<file path="src/rtl/rule110_pkg.sv">
// Shared types and constants for the rule110 sequencer and its bench.
package rule110_pkg;

    localparam int WIDTH  = 256;
    localparam int WORD   = 16;
    localparam int NWORDS = WIDTH / WORD;

    // Wolfram rule number: bit {left,centre,right} of RULE is the next cell.
    localparam logic [7:0] RULE = 8'd110;

    typedef enum logic [2:0] {
        IDLE,
        LOAD,
        EMIT,
        STEP,
        DONE
    } state_t;

    // Reference next generation; cells beyond either end read as 0.
    function automatic logic [WIDTH-1:0] rule110_next(input logic [WIDTH-1:0] cur);
        logic [WIDTH+1:0] pad;
        logic [WIDTH-1:0] nxt;
        pad = {1'b0, cur, 1'b0};
        nxt = '0;
        for (int i = 0; i < WIDTH; i++) begin
            nxt[i] = RULE[pad[i+2 -: 3]];
        end
        return nxt;
    endfunction

endpackage

</file>
<file path="src/rtl/rule110_cell_buf.sv">
// Cell register with a word write port, full-width parallel load and word read mux.
// Word k occupies cells[WIDTH-1-WORD*k -: WORD] (word 0 is the MSB word).
module rule110_cell_buf #(
    parameter int WIDTH = 256,
    parameter int WORD  = 16,
    parameter int IDX_W = 4
) (
    input  logic             i_clk,
    input  logic             i_rst,
    input  logic             i_wr_en,
    input  logic [IDX_W-1:0] i_wr_idx,
    input  logic [WORD-1:0]  i_wr_data,
    input  logic             i_ld_en,
    input  logic [WIDTH-1:0] i_ld_data,
    input  logic [IDX_W-1:0] i_rd_idx,
    output logic [WORD-1:0]  o_rd_data,
    output logic [WIDTH-1:0] o_cells
);

    localparam int NW = WIDTH / WORD;

    logic [WIDTH-1:0] r_cells;
    logic [WORD-1:0]  w_rd_data;

    // Parallel load from the datapath wins over a seed word write.
    always_ff @(posedge i_clk) begin
        if (i_rst) begin
            r_cells <= '0;
        end else if (i_ld_en) begin
            r_cells <= i_ld_data;
        end else if (i_wr_en) begin
            for (int k = 0; k < NW; k++) begin
                if (i_wr_idx == IDX_W'(k)) begin
                    r_cells[WIDTH-1-WORD*k -: WORD] <= i_wr_data;
                end
            end
        end
    end

    // Word read mux using the same word ordering as the write port.
    always_comb begin
        w_rd_data = '0;
        for (int k = 0; k < NW; k++) begin
            if (i_rd_idx == IDX_W'(k)) begin
                w_rd_data = r_cells[WIDTH-1-WORD*k -: WORD];
            end
        end
    end

    assign o_rd_data = w_rd_data;
    assign o_cells   = r_cells;

endmodule

</file>
<file path="src/rtl/rule110_seq_ctrl.sv">
// Sequencer for the rule110 datapath: loads a seed, steps the datapath
// gen_count times and streams every generation as WORD-bit words.
module rule110_seq_ctrl #(
    parameter int WIDTH = 256,
    parameter int WORD  = 16,
    parameter int GEN_W = 8
) (
    input  logic             i_clk,
    input  logic             i_rst,
    input  logic             i_start,
    input  logic [GEN_W-1:0] i_gen_count,
    input  logic             i_abort,
    input  logic             i_seed_valid,
    output logic             o_seed_ready,
    input  logic [WORD-1:0]  i_seed_data,
    output logic [WIDTH-1:0] o_dp_in,
    output logic             o_dp_ena,
    input  logic [WIDTH-1:0] i_dp_out,
    output logic             o_out_valid,
    input  logic             i_out_ready,
    output logic [WORD-1:0]  o_out_data,
    output logic             o_out_last,
    output logic [GEN_W-1:0] o_out_gen,
    output logic             o_busy,
    output logic             o_done
);

    import rule110_pkg::state_t;
    import rule110_pkg::IDLE;
    import rule110_pkg::LOAD;
    import rule110_pkg::EMIT;
    import rule110_pkg::STEP;
    import rule110_pkg::DONE;

    localparam int NW    = WIDTH / WORD;
    localparam int IDX_W = (NW > 1) ? $clog2(NW) : 1;
    localparam logic [IDX_W-1:0] LAST_IDX = IDX_W'(NW - 1);

    state_t           r_state;
    logic [GEN_W-1:0] r_gcnt;
    logic [GEN_W-1:0] r_gen;
    logic [IDX_W-1:0] r_widx;
    logic             r_seed_ready;
    logic             r_out_valid;
    logic             r_dp_ena;
    logic             r_busy;
    logic             r_done;

    logic             w_abort;
    logic             w_seed_hs;
    logic             w_out_hs;
    logic             w_last;
    logic             w_ld;
    logic [WORD-1:0]  w_rd_data;
    logic [WIDTH-1:0] w_cells;

    // Abort only counts outside IDLE and suppresses any handshake in its cycle.
    assign w_abort   = i_abort && (r_state != IDLE);
    assign w_seed_hs = r_seed_ready && i_seed_valid && !w_abort;
    assign w_out_hs  = r_out_valid && i_out_ready && !w_abort;
    assign w_last    = (r_widx == LAST_IDX);
    assign w_ld      = r_dp_ena && !w_abort;

    rule110_cell_buf #(
        .WIDTH (WIDTH),
        .WORD  (WORD),
        .IDX_W (IDX_W)
    ) u_cells (
        .i_clk     (i_clk),
        .i_rst     (i_rst),
        .i_wr_en   (w_seed_hs),
        .i_wr_idx  (r_widx),
        .i_wr_data (i_seed_data),
        .i_ld_en   (w_ld),
        .i_ld_data (i_dp_out),
        .i_rd_idx  (r_widx),
        .o_rd_data (w_rd_data),
        .o_cells   (w_cells)
    );

    // Control FSM: state, counters and all handshake/status flags.
    always_ff @(posedge i_clk) begin
        if (i_rst) begin
            r_state      <= IDLE;
            r_gcnt       <= '0;
            r_gen        <= '0;
            r_widx       <= '0;
            r_seed_ready <= 1'b0;
            r_out_valid  <= 1'b0;
            r_dp_ena     <= 1'b0;
            r_busy       <= 1'b0;
            r_done       <= 1'b0;
        end else if (w_abort) begin
            r_state      <= IDLE;
            r_seed_ready <= 1'b0;
            r_out_valid  <= 1'b0;
            r_dp_ena     <= 1'b0;
            r_busy       <= 1'b0;
            r_done       <= 1'b0;
        end else begin
            r_done <= 1'b0;
            case (r_state)
                IDLE: begin
                    if (i_start) begin
                        r_state      <= LOAD;
                        r_gcnt       <= i_gen_count;
                        r_gen        <= '0;
                        r_widx       <= '0;
                        r_seed_ready <= 1'b1;
                        r_busy       <= 1'b1;
                    end
                end
                LOAD: begin
                    if (w_seed_hs) begin
                        if (w_last) begin
                            r_state      <= EMIT;
                            r_widx       <= '0;
                            r_seed_ready <= 1'b0;
                            r_out_valid  <= 1'b1;
                        end else begin
                            r_widx <= r_widx + IDX_W'(1);
                        end
                    end
                end
                EMIT: begin
                    if (w_out_hs) begin
                        if (w_last) begin
                            r_widx      <= '0;
                            r_out_valid <= 1'b0;
                            if (r_gen == r_gcnt) begin
                                r_state <= DONE;
                                r_done  <= 1'b1;
                            end else begin
                                r_state  <= STEP;
                                r_dp_ena <= 1'b1;
                            end
                        end else begin
                            r_widx <= r_widx + IDX_W'(1);
                        end
                    end
                end
                STEP: begin
                    r_state     <= EMIT;
                    r_dp_ena    <= 1'b0;
                    r_gen       <= r_gen + GEN_W'(1);
                    r_widx      <= '0;
                    r_out_valid <= 1'b1;
                end
                DONE: begin
                    r_state <= IDLE;
                    r_busy  <= 1'b0;
                end
                default: begin
                    r_state      <= IDLE;
                    r_seed_ready <= 1'b0;
                    r_out_valid  <= 1'b0;
                    r_dp_ena     <= 1'b0;
                    r_busy       <= 1'b0;
                end
            endcase
        end
    end

    assign o_seed_ready = r_seed_ready;
    assign o_dp_in      = w_cells;
    assign o_dp_ena     = r_dp_ena;
    assign o_out_valid  = r_out_valid;
    assign o_out_data   = w_rd_data;
    assign o_out_last   = r_out_valid && w_last;
    assign o_out_gen    = r_gen;
    assign o_busy       = r_busy;
    assign o_done       = r_done;

endmodule
</file>
<file path="config.mk">
export PLATFORM = sky130hd
export DESIGN_NAME = rule110_seq_ctrl
export DESIGN_NICKNAME = d
export VERILOG_FILES = /design/src/rtl/rule110_pkg.sv /design/src/rtl/rule110_cell_buf.sv /design/src/rtl/rule110_seq_ctrl.sv
export SDC_FILE = /design/constraint.sdc
export NUM_CORES = 1
export LEC_CHECK = 0
export ABC_CLOCK_PERIOD_IN_PS = 2700
export BUFFER_PORTS_ARGS = -buffer_cell sky130_fd_sc_hd__buf_2
export CAP_MARGIN = 30
export CORE_MARGIN = 8
export CORE_UTILIZATION = 30
export CTS_BUF_LIST = sky130_fd_sc_hd__clkbuf_4
export DETAILED_ROUTE_END_ITERATION = 12
export GPL_TIMING_DRIVEN = 0
export PLACE_DENSITY = 0.64
export SLEW_MARGIN = 20
export SYNTH_ARGS = -nofsm -noshare
export SYNTH_HDL_FRONTEND = slang
export SYNTH_SLANG_ARGS = --single-unit
</file>
<file path="constraint.sdc">
create_clock -name i_clk -period 2.7 [get_ports i_clk]
set_input_delay 0.27 -clock i_clk [delete_from_list [all_inputs] [get_ports i_clk]]
set_output_delay 0.27 -clock i_clk [all_outputs]
set_load 0.02 [all_outputs]
</file>
==> results.json, run 1 <==
{
  "detail_route.vias_per_cell": 6.00,
  "worst_r2r_path_depth": 8,
  "final_max_slew_viol_count": 0,
  "floorplan.die_area_sq_mm": 0.0577,
  "maxClockFrequency_mhz": 270,
  "place.port_buffers": 564,
  "yosys.area.top_type_share_pct": 37.7,
  "worst_ir_drop_vdd_mv": 0.251,
  "tritoncts": "done",
  "synth-edff-count": 0,
  "power_per_cell_area_mw_per_mm2": 424,
  "headroom_to_the_max_slew_limit_pct": 34.2,
  "io-pin-count": 572,
  "floorplan.rows": 82,
  "post_layout_nonfiller_instances": 3655,
  "post-synth-top-count-cell": "nor2_1",
  "status": "complete, but fails checks",
  "cts_buffer_depth": 3,
  "fin_util_pct": 47.4,
  "crit_type": "register to output port",
  "setup_slack_ns": -1.01,
  "netlist_area_sq_mm": 0.0151,
  "synth_top_cells_by_area": "dfxtp_1 (38%), a221oi_1 (11%), nor2_1 (8.0%), nor3_1 (6.1%), nand2_1 (5.0%)",
  "avgSynthCellArea_sq_um": 7.66,
  "hp-start": "i_seed_data[8]",
  "route.antenna.remaining_nets": 0,
  "rsz_0062_raised_after_global_routing": "yes",
  "overflow": 0,
  "cp-end-kind": "output port",
  "dp.final_hpwl_mm": 83.6,
  "worst_hold_path.endpoint": "u_cells.o_cells[248]",
  "synth_top_cells_by_count": "nor2_1 (322), dfxtp_1 (284), nand2_1 (200)",
  "cp_num_buf_inv": 3,
  "ys_seq_area_share_pct": 37.7,
  "fin_worst_skew_ns": 0.0889,
  "worst_path_most_repeated_cell": "a221o_1",
  "clock_sinks": 284,
  "critical_path.reg2reg.endpoint": "u_cells.o_cells[245]",
  "maxCapViolations": 0,
  "min_delay_path_depth": 3,
  "leakage_power_total_uw": 0.00986,
  "vias_in_the_first_global_route": 21700,
  "cp_data_required_time_ns": 2.43,
  "critical_path_arrival_ns": 3.44,
  "timing.final.hold_violations": 0,
  "failed_checks": "negative setup slack",
  "setup_viol": 16,
  "route.vias.total": 21900,
  "start_kind": "register",
  "reg2reg_slack_ns": 0.08,
  "clock-root-buffer": "clkbuf_4",
  "netlist.top_cell.by_area": "dfxtp_1",
  "initial_core_util_pct": 30.2,
  "area_growth_syn_to_layout_pct": 56.9,
  "worst_path_largest_cell_delay_ns": 0.45,
  "chipHeight_microns": 240,
  "firstDrtPassIters": 8,
  "synthCells": 1970,
  "cpLargestDelayFamily": "compound AO/OA/AOI/OAI gates",
  "layout-drive-gt1-share_pct": 30.6,
  "synth-warning-count": 0,
  "syn_nets": 2261,
  "wirelength_mm": 109,
  "synth.ff_latch_count": 284,
  "post_synth_num_cell_types": 58,
  "asyncSetResetFlopFracSynth_pct": 0,
  "detailed_route_wire_length_per_cell_microns": 29.8,
  "num-nets-final": 3208,
  "worstSkewPairLatency_ns": 0.90,
  "placed_cells_incl_taps": 3211,
  "finalCriticalPeriod_ns": 3.71,
  "min_period_over_period_pct": 137,
  "tritoncts.num_buffers": 85,
  "cp_cell_sequence": "inv_4 -> ha_4 -> clkbuf_4 -> a221o_1 -> a221oi_4 -> o221ai_4 -> a221o_1 -> buf_2",
  "grt_first_pass_wirelength_mm": 152,
  "class_of_the_worst_hold_path": "primary input to register",
  "ys.flop_type": "dfxtp_1",
  "antenna_found_initial": 12,
  "worst_slew_pin_slew_ns": 0.987,
  "globalRouteTotalUtil_pct": 36.0,
  "die_width_microns": 240,
  "cts_htree_levels": 3,
  "power.total_uw": 10000,
  "number_of_design_rule_violations_left_after_detail_routing": 0,
  "core-area_sq_mm": 0.0500,
  "timing.rr.start": "r_state[1]",
  "grt_start_max_net_pins": 12,
  "place.gp.congestion": 1.00,
  "crit_path_max_fanout": 10,
  "worst_path_max_delay_cell": "a221o_1",
  "drt_first_iter_violations": 2518,
  "clkTransAtPathRegs_ns": 0.08
}
-- placed cells by master (no fill, tap or decap), types with 46 or more instances in the layout --
cell,netlist,final
dlygate4sd3_1,0,277
a21oi_1,98,88
clkbuf_4,0,147
clkbuf_2,0,46
nor2_1,322,321
and2_1,50,50
clkbuf_1,183,111
buf_2,19,577
nand2_1,200,195
nor3_1,183,183
a221oi_1,198,181
a311oi_1,56,56
dfxtp_1,284,281
-- final cells by class --
class / instances / area (sq um)
clock inverter: 18 / 71.3
antenna: 8 / 20.0
multi-input combinational: 1446 / 9110
clock buffer: 127 / 953
fill: 5014 / 26300
buffer: 210 / 1030
tap: 672 / 841
inverter: 26 / 108
sequential: 284 / 5690
timing repair buffer: 864 / 5850
-- power by group --
group	switching [uW]	total (uW)	internal (uW)	leakage (uW)
clock	2100	4220	2130	0.000633
combinational	861	1570	709	0.00693
sequential	32.1	4250	4220	0.00229
total	2990	10000	7050	0.00986
-- how the worst max path moves through the flow --
stage,from,end,cells past startpoint
finish,r_widx[1],o_out_data[9],8
global route,r_widx[1],o_out_data[7],9
CTS,r_widx[1],o_out_data[7],9
detailed placement,r_widx[1],o_out_data[7],11
global placement,r_widx[1],o_out_data[7],11
floorplan,r_widx[1],o_out_data[1],9
-- worst register-to-register path, stage by stage (launching register included) --
cell,delay [ns]
dfxtp_1,0.35
clkbuf_1,0.25
o31ai_1,0.34
and2_1,0.20
buf_2,0.26
buf_2,0.33
clkbuf_1,0.50
a221oi_1,0.13
nor3_1,0.20
-- kinds of logic after synthesis --
logic type | Yosys count | share of synthesized area, %
adders and majority gates | 7 | 0.547
DFF | 284 | 37.7
and+or+nand+nor | 864 | 25.9
xor gates and xnor gates | 17 | 0.986
muxes | 22 | 1.47
AOI/OAI and AO/OA | 536 | 27.3
buffers and inverters | 240 | 6.20
-- per-layer routing --
metal / vias up / GRT usage (%) / part of all wire, %
met5: - / 0 / 0.040
met4: 6 / 22.5 / 7.3
met3: 445 / 9.98 / 12
met2: 1796 / 56.7 / 44
met1: 10400 / 43.2 / 37
li1: 9285 / - / -
-- state kept, by name (all words and copies together) (netlist names) --
signal           cells
r_widx               4
o_out_valid          1
r_gcnt               8
o_out_gen            8
o_done               1
o_busy               1
u_cells.o_cells    256
r_state              3
o_dp_ena             1
o_seed_ready         1
-- repair_timing --
action | in CTS | in global routing
gates resized for setup | 175 | 94
setup buffers | 13 | 3
pin swaps | 33 | 28
endpoints found under the setup margin | 264 | 159
hold buffers | 277 | 0
endpoints found under the hold margin | 265 | 0
cloned | 2 | 0
-- metrics by stage --
| step | setup TNS (ns) | worst slack (ns) | hold WS (ns) | area, sq um |
|---|---|---|---|---|
| 3_3_place_gp | -126.98 | -1.41 | 0.456 | 18800 |
| 2_1_floorplan | 0 | 0.0200 | 0.406 | 15100 |
| 3_5_place_dp | -113.57 | -1.47 | 0.464 | 18800 |
| 5_1_grt | -15.02 | -1.02 | 0.0317 | 23700 |
| 4_1_cts | -14.79 | -1.03 | 0.00433 | 23500 |
| 6_report | -14.24 | -1.01 | 0.0672 | 23700 |
Note: power is estimated with default switching activity, not from simulation.
==> inputs of run 2 (changes only) <==
--- a/config.mk
+++ b/config.mk
@@ -10,10 +10,11 @@
 export CAP_MARGIN = 30
 export CORE_MARGIN = 8
 export CORE_UTILIZATION = 30
-export CTS_BUF_LIST = sky130_fd_sc_hd__clkbuf_4
+export CTS_BUF_LIST = sky130_fd_sc_hd__clkbuf_16
 export DETAILED_ROUTE_END_ITERATION = 12
 export GPL_TIMING_DRIVEN = 0
 export PLACE_DENSITY = 0.64
+export SKIP_CTS_REPAIR_TIMING = 1
 export SLEW_MARGIN = 20
 export SYNTH_ARGS = -nofsm -noshare
 export SYNTH_HDL_FRONTEND = slang
==> run 2 against run 1 <==
The flow finishes with violations (negative hold slack, negative setup slack). Critical path depth up 1. Combinational power down 20%. Non-clock buffer count down 249. Core utilization down 5.1 points. Clock skew down 0.060 ns. Highest routed layer unchanged.
==> results.json, run 2 (synthesized netlist as in run 1, its figures left out) <==
{
  "status": "complete, but fails checks",
  "failed_checks": "negative hold slack, negative setup slack",
  "final_max_slew_viol_count": 0,
  "postLayoutCellArea_sq_mm": 0.0211,
  "firstDrtPassIters": 6,
  "finalCriticalPeriod_ns": 3.45,
  "route.antenna.remaining_nets": 0,
  "final_common_cell": "buf_2",
  "placed_cells_incl_taps": 3211,
  "worstSetupStartpoint": "r_widx[0]",
  "number_of_design_rule_violations_left_after_detail_routing": 0,
  "place.port_buffers": 564,
  "placed_cell_area_sq_mm": 0.0188,
  "worstSkewPairLatency_ns": 0.58,
  "worst_path_largest_cell_delay_ns": 0.44,
  "rsz_0062_raised_after_global_routing": "yes",
  "maxClockFrequency_mhz": 290,
  "area_of_the_multi_input_gates_sq_mm": 0.00902,
  "grt_start_max_net_pins": 13,
  "setup_slack_ns": -0.754,
  "maxCapViolations": 0,
  "floorplan.die_area_sq_mm": 0.0577,
  "drt_first_iter_violations": 2474,
  "leakage_power_total_uw": 0.00871,
  "critical_path_arrival_ns": 3.18,
  "vias_in_the_first_global_route": 19500,
  "cp_data_required_time_ns": 2.43,
  "tritoncts.num_buffers": 36,
  "area_growth_syn_to_layout_pct": 40.0,
  "globalRouteTotalUtil_pct": 34.2,
  "die_width_microns": 240,
  "fillCellCount": 5309,
  "detailed_route_wire_length_per_cell_microns": 31.7,
  "antenna_found_initial": 14,
  "cpLargestDelayFamily": "compound AO/OA/AOI/OAI gates",
  "worst_slew_pin_slew_ns": 0.999,
  "place.gp.congestion": 1.00,
  "clock_sinks": 284,
  "cp_cell_sequence": "inv_4 -> ha_4 -> nor2b_4 -> buf_6 -> a221o_1 -> a221oi_4 -> o221ai_4 -> a221o_1 -> buf_6",
  "fin_worst_skew_ns": 0.0294,
  "hp-start": "i_dp_out[175]",
  "timing.rr.start": "r_widx[0]",
  "num-nets-final": 2910,
  "worst_path_max_delay_cell": "a221oi_4",
  "final_cell_mix": "buf_2 (579), nor2_1 (321), dfxtp_1 (282)",
  "hold_slack_final_ns": -0.0404,
  "grt_first_pass_wirelength_mm": 143,
  "largest_reg_flops": 256,
  "crit_path_max_fanout": 7,
  "min_period_over_period_pct": 128,
  "fin_util_pct": 42.3,
  "cts_buffer_depth": 3,
  "layout-drive-gt1-share_pct": 30.6,
  "detail_route.vias_per_cell": 6.16,
  "setup_viol": 78,
  "clkTransAtPathRegs_ns": 0.06,
  "headroom_to_the_max_slew_limit_pct": 33.4,
  "floorplan.rows": 82,
  "start_kind": "register",
  "class_of_the_worst_hold_path": "primary input to register",
  "wirelength_mm": 105,
  "dp.final_hpwl_mm": 83.6,
  "initial_core_util_pct": 30.2,
  "cp-end-kind": "output port",
  "cts_htree_levels": 2,
  "cp_num_buf_inv": 3,
  "overflow": 0,
  "route.vias.total": 20500,
  "tritoncts": "done",
  "worst_ir_drop_vdd_mv": 0.350,
  "clock-root-buffer": "clkbuf_16",
  "io-pin-count": 572,
  "power_per_cell_area_mw_per_mm2": 486,
  "timing.final.hold_violations": 59,
  "crit_type": "register to output port",
  "regArea_sq_mm": 0.00569,
  "core-area_sq_mm": 0.0500,
  "post_layout_nonfiller_instances": 3325,
  "chipHeight_microns": 240
}
## run 2: cell types whose count changed in the layout (fill, tap and decap cells not counted), moves of 5 or more
| cell | change |
|---|---|
| clkbuf_4 | -132 |
| dlygate4sd3_1 | -248 |
| inv_1 | +9 |
| inv_2 | -5 |
| clkbuf_1 | +10 |
| clkbuf_16 | +36 |
## run 2: per-layer routing
| metal | up-vias | share of wire, % | global-route usage [%] |
|---|---|---|---|
| met3 | 358 | 12 | 9.59 |
| li1 | 8649 | - | - |
| met5 | - | 0.085 | 0 |
| met1 | 9916 | 38 | 42.3 |
| met4 | 12 | 6.4 | 17.0 |
| met2 | 1534 | 44 | 54.3 |
## run 2: worst paths after layout
kind | end | slack [ns] | depth (start not counted)
setup / recovery | o_out_data[7] | -0.75 | 9
hold / removal | u_cells.o_cells[175] | -0.04 | 3
setup reg to reg | u_cells.o_cells[29] | -0.57 | 9
hold reg to reg | o_busy | 0.47 | 2
## run 2: report_power, final
| group | internal [uW] | total, uW | switching, uW |
|---|---|---|---|
| Sequential | 4220 | 4250 | 31.7 |
| Clock | 2680 | 4760 | 2080 |
| Combinational | 461 | 1250 | 789 |
## run 2: worst min-delay path: cells and delay by family
kind,cells,cell delay (ns)
buffers and inverters,1,0.08
and+or+nand+nor,2,0.13
## run 2: final cells by class
type                    count  share of cell area (%)
multi-input cells        1446                    42.7
flip-flops and latches    284                    26.9
repair buffers            614                    15.8
plain buffers             211                    4.68
clock buffers              37                    4.38
well taps                 672                    3.98
clock inverters            29                   0.900
inverters                  26                   0.503
diodes                      6                  0.0711
## run 2: per-stage QoR
step	setup TNS [ns]	setup slack (ns)	total power, uW	hold slack [ns]
5_1_grt	-34.06	-0.794	10500	0.000444
4_1_cts	-126.89	-2.07	10100	-0.0673
3_3_place_gp	-126.98	-1.41	5390	0.456
2_1_floorplan	0	0.0200	4780	0.406
6_report	-31.49	-0.754	10300	-0.0404
3_5_place_dp	-113.57	-1.47	5400	0.464
